`src/rtl/rv_pkg.sv`:
```
// ============================================================================
// rv_pkg : shared RV32I fetch-side types and constants
// Rev 1.0
// ============================================================================
`default_nettype none

package rv_pkg;

    localparam logic [31:0] RV_NOP = 32'h0000_0013;

    typedef enum logic [0:0] {
        FETCH = 1'b0,
        HALT  = 1'b1
    } fetch_state_t;

    typedef struct packed {
        logic [31:0] instr;
        logic [31:0] pc;
    } fq_entry_t;

endpackage

`default_nettype wire

```
`src/rtl/fetch_fifo.sv`:
```
// ============================================================================
// fetch_fifo : synchronous FIFO with extra-bit wrap pointers and flush
// Rev 1.0
// ============================================================================
`default_nettype none

module fetch_fifo #(
    parameter int  DEPTH = 2,
    parameter type T     = logic [63:0]
) (
    input  logic                     clk,
    input  logic                     reset,
    input  logic                     push_i,
    input  T                         wdata_i,
    input  logic                     pop_i,
    input  logic                     flush_i,
    output T                         rdata_o,
    output logic                     full_o,
    output logic                     empty_o,
    output logic [$clog2(DEPTH):0]   count_o
);

    localparam int AW = $clog2(DEPTH);

    T               mem_q [DEPTH];
    logic [AW:0]    wptr_q;
    logic [AW:0]    rptr_q;
    logic           w_push;
    logic           w_pop;

    assign empty_o = (wptr_q == rptr_q);
    assign full_o  = (wptr_q[AW] != rptr_q[AW]) && (wptr_q[AW-1:0] == rptr_q[AW-1:0]);
    assign count_o = wptr_q - rptr_q;
    assign rdata_o = mem_q[rptr_q[AW-1:0]];

    // A push into a full queue is legal only alongside a pop: the slot being read is reused.
    assign w_push = push_i && (!full_o || pop_i);
    assign w_pop  = pop_i && !empty_o;

    always_ff @(posedge clk) begin
        if (reset) begin
            wptr_q <= '0;
            rptr_q <= '0;
        end else if (flush_i) begin
            wptr_q <= '0;
            rptr_q <= '0;
        end else begin
            assert (!(push_i && full_o && !pop_i));
            if (w_push) wptr_q <= wptr_q + 1'b1;
            if (w_pop)  rptr_q <= rptr_q + 1'b1;
        end
    end

    always_ff @(posedge clk) begin
        if (w_push && !flush_i) mem_q[wptr_q[AW-1:0]] <= wdata_i;
    end

endmodule

`default_nettype wire

```
`src/rtl/instr_fetch_unit.sv`:
```
// ============================================================================
// instr_fetch_unit : RV32I instruction fetch with credit-limited issue and redirect flush
// Rev 1.0
// ============================================================================
`default_nettype none

module instr_fetch_unit
    import rv_pkg::*;
#(
    parameter logic [31:0] RESET_PC = 32'h0000_0000,
    parameter int          FQ_DEPTH = 2
) (
    input  logic        clk,
    input  logic        reset,
    output logic        imem_req,
    output logic [31:0] iaddr,
    input  logic        imem_gnt,
    input  logic        imem_rvalid,
    input  logic [31:0] imem_rdata,
    input  logic        redirect_valid,
    input  logic [31:0] redirect_pc,
    output logic        id_valid,
    input  logic        id_ready,
    output logic [31:0] idata,
    output logic [31:0] pc,
    output logic        misalign_err
);

    localparam int CW = $clog2(FQ_DEPTH) + 1;

    fetch_state_t    state_q, state_d;
    logic [31:0]     fpc_q, fpc_d;
    logic [31:0]     rpc_q, rpc_d;
    logic [CW-1:0]   in_flight_q, in_flight_d;
    logic [CW-1:0]   drop_q, drop_d;
    logic            misalign_q;
    logic [31:0]     last_pc_q;

    logic [CW-1:0]   w_count;
    logic            w_full;
    logic            w_empty;
    fq_entry_t       w_head;
    fq_entry_t       w_wdata;
    logic            w_push;
    logic            w_pop;
    logic            w_grant;
    logic            w_redir_ok;
    logic [CW:0]     w_credits_used;

    assign w_redir_ok     = redirect_valid && (redirect_pc[1:0] == 2'b00);
    assign w_credits_used = {1'b0, w_count} + {1'b0, in_flight_q};

    assign imem_req = !reset && (state_q == FETCH) && (w_credits_used < (CW+1)'(FQ_DEPTH));
    assign iaddr    = fpc_q;
    assign w_grant  = imem_req && imem_gnt;

    assign id_valid     = !w_empty;
    assign idata        = w_empty ? RV_NOP : w_head.instr;
    assign pc           = w_empty ? last_pc_q : w_head.pc;
    assign misalign_err = misalign_q;
    assign w_pop        = id_valid && id_ready;
    assign w_wdata      = '{instr: imem_rdata, pc: rpc_q};

    always_comb begin
        state_d     = state_q;
        fpc_d       = fpc_q;
        rpc_d       = rpc_q;
        drop_d      = drop_q;
        w_push      = 1'b0;
        in_flight_d = in_flight_q + CW'(w_grant) - CW'(imem_rvalid);

        // rpc_q tracks the address of the oldest live request; stale words carry no PC.
        if (imem_rvalid && (drop_q != '0)) begin
            drop_d = drop_q - 1'b1;
        end else if (imem_rvalid) begin
            w_push = !redirect_valid;
            rpc_d  = rpc_q + 32'd4;
        end

        if (w_grant) fpc_d = fpc_q + 32'd4;

        // Everything still outstanding after this cycle belongs to the old stream.
        if (redirect_valid) begin
            drop_d = in_flight_d;
            if (w_redir_ok) begin
                state_d = FETCH;
                fpc_d   = redirect_pc;
                rpc_d   = redirect_pc;
            end else begin
                state_d = HALT;
                fpc_d   = fpc_q;
            end
        end
    end

    always_ff @(posedge clk) begin
        if (reset) begin
            state_q     <= FETCH;
            fpc_q       <= RESET_PC;
            rpc_q       <= RESET_PC;
            in_flight_q <= '0;
            drop_q      <= '0;
            misalign_q  <= 1'b0;
            last_pc_q   <= RESET_PC;
        end else begin
            state_q     <= state_d;
            fpc_q       <= fpc_d;
            rpc_q       <= rpc_d;
            in_flight_q <= in_flight_d;
            drop_q      <= drop_d;
            misalign_q  <= redirect_valid && !w_redir_ok;
            if (!w_empty) last_pc_q <= w_head.pc;
        end
    end

    fetch_fifo #(
        .DEPTH (FQ_DEPTH),
        .T     (fq_entry_t)
    ) u_fifo (
        .clk     (clk),
        .reset   (reset),
        .push_i  (w_push),
        .wdata_i (w_wdata),
        .pop_i   (w_pop),
        .flush_i (redirect_valid),
        .rdata_o (w_head),
        .full_o  (w_full),
        .empty_o (w_empty),
        .count_o (w_count)
    );

endmodule

`default_nettype wire
```
`config.mk`:
```
export PLATFORM = sky130hd
export DESIGN_NAME = instr_fetch_unit
export DESIGN_NICKNAME = d
export VERILOG_FILES = /design/src/rtl/rv_pkg.sv /design/src/rtl/fetch_fifo.sv /design/src/rtl/instr_fetch_unit.sv
export SDC_FILE = /design/constraint.sdc
export NUM_CORES = 1
export LEC_CHECK = 0
export ABC_AREA = 1
export CORE_MARGIN = 1
export CORE_UTILIZATION = 55
export CTS_CLUSTER_SIZE = 16
export DETAILED_ROUTE_END_ITERATION = 7
export PLACE_DENSITY_LB_ADDON = 0.15
export SLEW_MARGIN = 30
export SYNTH_ARGS = -nofsm -noshare
export SYNTH_HDL_FRONTEND = slang
export SYNTH_SLANG_ARGS = --single-unit
```
`constraint.sdc`:
```
create_clock -name clk -period 5.99 [get_ports clk]
set_input_delay 0.8985 -clock clk [delete_from_list [all_inputs] [get_ports clk]]
set_output_delay 0.8985 -clock clk [all_outputs]
set_load 0.005 [all_outputs]
```
Yosys cells after proc, flatten, opt, wreduce, memory -nomap -nowiden. Memory sizes are Yosys's and may differ from the RTL's. A register that Yosys moved wholly into a read port is not among the register bits. Index checks and enable logic that the tools add are counted.

Multiplexer cells: 18. Add/subtract/negate cells: 9. Reduce and logical (&&, ||, !) cells: 23. Order comparisons: 1. Bitwise operators: 1. Eq/ne operators: 4.

Operator list (count): two-way mux 32 bit (9); adder 32 x 3 -> 32 bit, second input constant (2); logical AND 1 bit (11); two-way mux 1 bit (7); nonzero test 2 bit (3); logical NOT 1 bit (5); adder 2 x 1 -> 2 bit, second input constant (2); two-way mux 2 bit (2); adder 2 x 2 -> 3 bit (1); less-than comparator 3 x 2 -> 1 bit, second input constant (1); adder 2 x 1 -> 2 bit (1); equality test 2 bit (1); logical NOT 2 bit (1); != test 2 x 1 -> 1 bit, second input constant (1); AND reduction 2 bit (1); OR reduction 2 bit (1); subtractor 2 x 1 -> 2 bit (1); subtractor 2 x 1 -> 2 bit, second input constant (1); subtractor 2 bit (1); equality test 1 bit (1); logical OR 1 bit (1); != test 1 bit (1); NOT 1 bit (1).

Memory bits (writable): 128. Memories: 1. Word-level logic and storage cells: 66. Output and inout bits: 99. Bits of input ports: 70. Register bits: 106.

Memories: u_fifo.mem_q (depth 2, width 64, rd ports 1, clocked after memory_dff 1, wr ports 1, RTL line fetch_fifo.sv:25) `T mem_q [DEPTH];`.

Logic depth before layout (Yosys ltp).
Depth after elaboration: 8. Mapped depth: 14. Depth with buffers taken out: 14.

Hierarchy. From an unflattened synthesis, not the netlist that was laid out.

Cell total of the unflattened synthesis: 1225. Area, all modules: 11253.3 µm².

Modules (own cells, without submodules): instr_fetch_unit (times used 1, area an instance 6070.8 µm², seq. area each 2042.0 µm², cells an instance 981); fetch_fifo (times used 1, area an instance 5182.5 µm², seq. area each 3943.8 µm², cells an instance 244).

Worst setup path after synthesis. No wires, ideal clock.

Kind: in2reg. Start: in imem_rvalid. End: mem u_fifo.mem_q[0][0] in the netlist's numbering, enable pin. Setup time: 0.486 ns. Arrival time: 4.090 ns. Path buffers: 1. Cell stages on the path: 5. Data required time: 5.504 ns. Setup slack: 1.414 ns. Path through: buf_4 -> nand2_4 -> nor3_1 -> inv_1 -> nor2_1.

Longest elaborated chain between the ends: 6. Elaborated cells on any way between the ends: 7. Classes of those cells: 4 x mux; 3 x reduce/logical.

Ends and longest elaborated chain: start, declared (RTL line instr_fetch_unit.sv:18) `input logic imem_rvalid,`; two-way mux 1 bit or logical AND 1 bit (tied branches) (RTL line instr_fetch_unit.sv:75, instr_fetch_unit.sv:73); two-way mux 1 bit (*) (RTL line instr_fetch_unit.sv:73) `if (imem_rvalid && (drop_q != '0)) begin`; logical AND 1 bit (*) (RTL line fetch_fifo.sv:37) `assign w_push = push_i && (!full_o || pop_i);`; logical AND 1 bit (*) (RTL line fetch_fifo.sv:55) `if (w_push && !flush_i) mem_q[wptr_q[AW-1:0]] <= wdata_i;`; two-way mux 1 bit (*) (RTL line fetch_fifo.sv:55); two-way mux 1 bit (implied by the code) (*) (RTL line fetch_fifo.sv:55); end, declared (RTL line fetch_fifo.sv:25).

Mark *: on every way between the ends. The rest lies on a longest branch, timed or not.

Worst setup path in the final report.
Start: reg u_fifo.wptr_q[0]. End: out pc[17].

Longest elaborated chain between the ends: 2.

Ends and longest elaborated chain: start, declared (RTL line fetch_fifo.sv:26) `logic [AW:0] wptr_q;`; start signal, assigned (RTL line fetch_fifo.sv:49) `if (w_push) wptr_q <= wptr_q + 1'b1;`; equality test 2 bit (RTL line fetch_fifo.sv:31) `assign empty_o = (wptr_q == rptr_q);`; two-way mux 32 bit; end, declared (RTL line instr_fetch_unit.sv:25) `output logic [31:0] pc,`.

No other way between the ends.

==> results.py <==
metrics = {
    "worst_setup_path": {
        "crit_family": "buffers and inverters",
        "cp.required_ps": 5090,
        "critPathBufInv": 4,
        "crit_chain": "inv_1 > ha_1 > nand2_2 > inv_2 > buf_4 > a21oi_1 > clkdlybuf4s50_1",
        "worstSetupPathType": "register to output port",
        "arrival_ps": 3070,
        "cp-start-kind": "register",
        "cp_max_fo": 51,
        "critPathCaptureType": "output port",
        "slowest_delay_ps": 540,
        "cpMaxStageDelayCell": "clkdlybuf4s50_1",
    },
    "outcome": {
        "outcome": "finished, final reports clean",
    },
    "route": {
        "finalWirelength_mm": 26.0,
        "via_per_inst": 5.21,
        "drc": 0,
        "num_vias": 9133,
        "firstDrtPassIters": 5,
        "antenna_left": 0,
        "drtIter0Drc": 437,
        "wire_per_inst_um": 14.8,
    },
    "sta": {
        "setup_viol": 0,
        "finalSetupTns_ps": 0,
        "fmax_mhz": 252,
        "fin_skew_ps": 9.00,
        "hold_violations": 0,
        "worst_slew_pin_slew_ps": 918,
        "min_period_over_period_pct": 66.3,
        "report.final.slew_viol_count": 0,
        "max_slew_margin_pct": 38.6,
        "fin_ws_ps": 2020,
        "post-route-min-period_ps": 3970,
        "rsz0062_at_grt": "no",
    },
    "die": {
        "die_h_um": 145,
        "die_w_um": 145,
        "num_rows": 51,
        "start_util_pct": 56.9,
        "core_sq_um": 19800,
        "ioPinCount": 169,
        "die-area_sq_um": 21000,
    },
    "synth": {
        "synth.distinct_cells": 38,
        "synth_nets": 1394,
        "synth-warning-count": 0,
        "ys_ff_latch": 235,
        "synth.avg_cell_area_sq_um": 8.55,
        "syn_area_sq_um": 11300,
        "ys_seq_area_share_pct": 53.2,
        "synthArstFlopShare_pct": 0,
        "synth_edf_count": 128,
        "synth_cells": 1317,
        "ys.flop_type": "edfxtp_1",
    },
    "global_routing": {
        "grt-ovfl-total": 0,
        "gr-max-usage-layer": "met2",
        "grt_max_degree": 100,
        "grt_use_total_pct": 24.7,
        "grt.met3_usage_pct": 3.18,
        "met2_usage_pct": 41.7,
        "use_met1_pct": 32.6,
        "grt_pass1_wl_mm": 42.3,
        "antenna_found_initial": 0,
        "first_global_vias": 8673,
    },
    "placed_design": {
        "gp_congestion": 0.912,
        "post-place-cells": 1708,
        "dp_slack_ps": 2050,
        "place_area_sq_um": 13100,
        "dp_hpwl_mm": 18.0,
        "numPortBuffers": 168,
    },
    "clock_network": {
        "cts_tree": "built",
        "cts_hold_buf": 0,
        "worst_skew_pair.late_latency_ps": 510,
        "clock_sinks": 235,
        "path_clk_slew_ps": 60,
        "cts_buffer_depth": 3,
        "post-cts-setup-buffers": 0,
        "cts_buffers": 24,
        "cts-root-buf": "clkbuf_16",
        "h-tree-depth": 1,
        "ctsResizeCount": 0,
    },
    "cells_and_area": {
        "layout-drive-gt1-share_pct": 7.53,
        "fin_nets": 1547,
        "final_cell_mix": "nand2_1, inv_1, clkdlybuf4s50_1",
        "final_cells": 1753,
        "syn_to_final_growth_pct": 23.7,
        "final_common_cell": "nand2_1",
        "antenna_cells": 0,
        "fill_cells": 1551,
        "finalInstanceArea_sq_um": 13900,
        "seqCellArea_sq_um": 5990,
        "multi_input_area_sq_um": 4190,
    },
    "pwr": {
        "power.leakage_uw": 0.00561,
        "ir_drop_uv": 190,
        "finalPower_uw": 3810,
        "pwr_density_cell_nw_per_um2": 274,
    },
    "flow_run": {
        "cap_violations": 0,
    },
    "worst_hold_path": {
        "hold_path.class": "register to register",
    },
}
==> where the power goes <==
part | leakage (uW) | internal, uW | switching, uW
combinational | 0.00318 | 226 | 246
clock | 0.000388 | 903 | 584
sequential | 0.00203 | 1800 | 57.8
total | 0.00561 | 2930 | 888
==> final cells by class <==
| type | count | area share, % |
|---|---|---|
| Clock buffer | 31 | 4.73 |
| Multi-Input combinational cell | 803 | 30.1 |
| Clock inverter | 13 | 1.02 |
| Sequential cell | 235 | 43.0 |
| Timing Repair Buffer | 177 | 12.6 |
| Inverter | 229 | 6.17 |
| Tap cell | 265 | 2.38 |
==> state kept, by name, indices dropped and copies added (netlist names), 2 cells and up, named ones only <==
| name | cells |
|---|---|
| u_fifo.mem_q | 128 |
| rpc_q | 32 |
| u_fifo.rptr_q | 2 |
| in_flight_q | 2 |
| last_pc_q | 32 |
| drop_q | 2 |
| u_fifo.wptr_q | 2 |
| iaddr | 32 |
==> routing by layer <==
layer / share of wire (%) / up-vias / wire, um
met4: 3.1 / 0 / 810
li1: - / 4608 / -
met1: 44 / 4142 / 11400
met3: 6.2 / 62 / 1620
met5: 0 / - / 0
met2: 47 / 321 / 12100
==> cell families after synthesis <==
group,synth area share (%)
fa+ha+maj,0.845
flops,53.2
buf+inv,9.69
simple gates,20.9
mux,2.90
xor+xnor,1.40
compound gates,11.1
==> worst paths after layout <==
check / endpoint / startpoint / slack, ps / cells after the start
setup / recovery: pc[17] / u_fifo.wptr_q[0] / 2020 / 7
hold reg to reg: iaddr[0] / iaddr[0] / 460 / 2
hold / removal: iaddr[0] / iaddr[0] / 460 / 2
setup reg to reg: iaddr[20] / u_fifo.wptr_q[0] / 3070 / 13
==> worst reg2reg max path: cells and delay by family, from the launching register on <==
family	cells	cell delay, ps
AOI/OAI and AO/OA	1	130
buffers and inverters	4	550
adders and majority gates	2	790
and+or+nand+nor	6	1000
DFF	1	390
==> per-stage QoR <==
| stage | utilization, % | hold slack (ps) |
|---|---|---|
| final | 70.4 | 459 |
| after global routing | 70.4 | 480 |
| after CTS | 70.3 | 454 |
| after detailed placement | 66.2 | 445 |
| after global placement | 66.2 | 448 |
| after floorplan | - | 426 |
==> Yosys cell counts (10+ instances only) <==
library cell | n | area share (%)
nand3b_1 | 14 | 0.93
o21ai_0 | 47 | 2.1
nand4_1 | 13 | 0.72
a21oi_1 | 71 | 3.2
nor2_1 | 108 | 3.6
inv_2 | 10 | 0.33
clkbuf_1 | 25 | 0.83
inv_1 | 217 | 7.2
dfxtp_1 | 107 | 19
xor2_1 | 10 | 0.78
buf_2 | 14 | 0.62
a211oi_1 | 33 | 2.2
nor3_1 | 14 | 0.62
edfxtp_1 | 128 | 34
nand2_1 | 295 | 9.8
o211ai_1 | 37 | 2.5
nand3_1 | 67 | 3.0
mux2_2 | 29 | 2.9
Power figures use the tool's default switching activity.
==> RTL change, RTL diff (same settings) <==
Reset style: asynchronous (`reset`), changed in 2 clocked blocks.
--- a/src/rtl/fetch_fifo.sv
+++ b/src/rtl/fetch_fifo.sv
@@ -39,3 +39,3 @@
 
-    always_ff @(posedge clk) begin
+    always_ff @(posedge clk or posedge reset) begin
         if (reset) begin
--- a/src/rtl/instr_fetch_unit.sv
+++ b/src/rtl/instr_fetch_unit.sv
@@ -95,3 +95,3 @@
 
-    always_ff @(posedge clk) begin
+    always_ff @(posedge clk or posedge reset) begin
         if (reset) begin
Formal check against the unedited RTL: differs if reset is asserted again (counterexample within 4 cycles, from zero or initial values and one cycle with reset high); with reset held inactive, the same outputs for 4 cycles.
==> RTL change against the original RTL <==
- wire length is 1.3% lower
- sequential share of layout area is 4.6 points higher
- count of clock-buffer cells in the layout is 1 higher
- final area is 2.0% lower
- sequential cell count is 1 lower
- synthesized cell count is 9.2% lower
- setup slack worse by 0.13 ns
- via count is 6.2% lower
- area after synthesis is 2.8% lower
- critical path type unchanged
Power is not compared: it rests on default switching activity, and its combinational part moved more than twofold at a synthesized area within 25%.
==> RTL change: results <==
[critical_path]
cp_slowest_stage_delay_ns = 0.83
timing.critical_path.fanout_max = 41
r2r-start = "u_fifo.rptr_q[0]"
r2r_cells = 12
crit_path_end = "imem_req"
critical-path-slowest-cell = "sky130_fd_sc_hd__dfrtp_2"
ff2ff_setup_slack_ns = 2.56
regToRegEndpoint = "drop_q[1]"

[pwr]
vdd_ir_drop_max_mv = 0.225

[route]
dr.pass1.iters = 5
via_per_inst = 5.23
route.detailed.wl_per_inst_um = 15.6
drtIter0Drc = 488
antenna_violating_nets_post_route = 0

[logic_synthesis]
synthesis.yosys.warnings = 0
post_synth_fa_ha_maj_area_fraction_pct = 0.869
synth_compound_gate_area_share_pct = 6.90
ys_types = 43
mappedNetlistNets = 1273
ys_seq_area_share_pct = 59.4
yosys-mux-area-fraction_pct = 0
synth-async-reset-ratio_pct = 45.3
synth_xor_xnor_area_share_pct = 1.76
synth.top_cells.by_area = "sky130_fd_sc_hd__edfxtp_1 (35%), sky130_fd_sc_hd__dfrtp_1 (24%), sky130_fd_sc_hd__nand2_1 (14%)"
synth_commonest_cells = "sky130_fd_sc_hd__nand2_1 (397), sky130_fd_sc_hd__edfxtp_1 (128), sky130_fd_sc_hd__nor2_1 (128), sky130_fd_sc_hd__dfrtp_1 (106), sky130_fd_sc_hd__inv_1 (98)"

[grt]
wire_length_of_the_first_global_routing_pass_um = 41000
track_usage_pct = 25.8
grt_pass1_vias = 8102
grt_antenna_before_repair = 0

[sta]
timing.max_slew.rel_slack_pct = 40.0
fin_ws_ns = 1.89
fin_skew_ns = 0.0131

[final_layout]
final_net_count = 1432
number_of_flip_flops_in_the_largest_register = 128
post_route_cells_drive_above_1_share_pct = 6.99

[placed_design]
placed_wire_length_estimate_um = 17800
preCtsSetupSlack_ns = 2.22
finalWeightedCongestion = 0.934
placement.cell_area_um2 = 12800

[min_path]
hold_path_depth = 0
hold_path.class = "register to register"
beginning_of_the_worst_hold_path = "rpc_q[1]"
hold_ep = "u_fifo.mem_q[1][1]"

[clocking]
tritoncts.num_buffers = 25
ctsResizeCount = 0
cts_root_buffer = "sky130_fd_sc_hd__clkbuf_16"
worst_skew_pair.late_latency_ns = 0.52

[status]
run_status = "finished clean"
## RTL change: layer usage
layer  GRT usage [%]  wire, µm  vias to the layer above
met3            3.55      1610                       48
met4            9.00       699                        0
met5               0         0                        -
met2            42.0     12100                      305
met1            35.8     11200                     4001
li1                -         -                     4213
## RTL change: power groups by stage
stage	Clock (mW)	Combinational (mW)	Sequential [mW]
detailed placement	0	2.36	2.40
floorplan	0	1.26	2.29
CTS	1.57	2.38	2.37
finish	1.56	2.36	2.38
global placement	0	2.30	2.39
global route	1.64	2.63	2.42
## RTL change: cell families (layout without fill, tap and decap cells)
family	after synthesis	after routing
AOI/OAI and AO/OA	134	134
DFF	234	234
and+or+nand+nor	651	651
adders and majority gates	7	7
xor gates and xnor gates	22	22
buffers and inverters	148	326
## RTL change: stage by stage
step,std cells,hold WS [ns]
after global placement,1593,0.451
final,1639,0.482
after floorplan,1196,0.442
after global routing,1639,0.495
after detailed placement,1593,0.465
after CTS,1639,0.479
## RTL change: worst max-delay path: cells and delay by family (launching register included)
family	cells	cell delay, ns
and+or+nand+nor	2	0.24
DFF	1	0.83
buffers and inverters	2	0.65
adders and majority gates	2	0.97
## RTL change: layout make-up
| class | instances | area (µm²) |
|---|---|---|
| Sequential cell | 234 | 6500 |
| Clock inverter | 14 | 160 |
| Inverter | 105 | 403 |
| Clock buffer | 32 | 683 |
| Multi-Input combinational cell | 814 | 3830 |
| Timing Repair Buffer | 175 | 1730 |
| Fill cell | 1456 | 5820 |
| Tap cell | 265 | 332 |
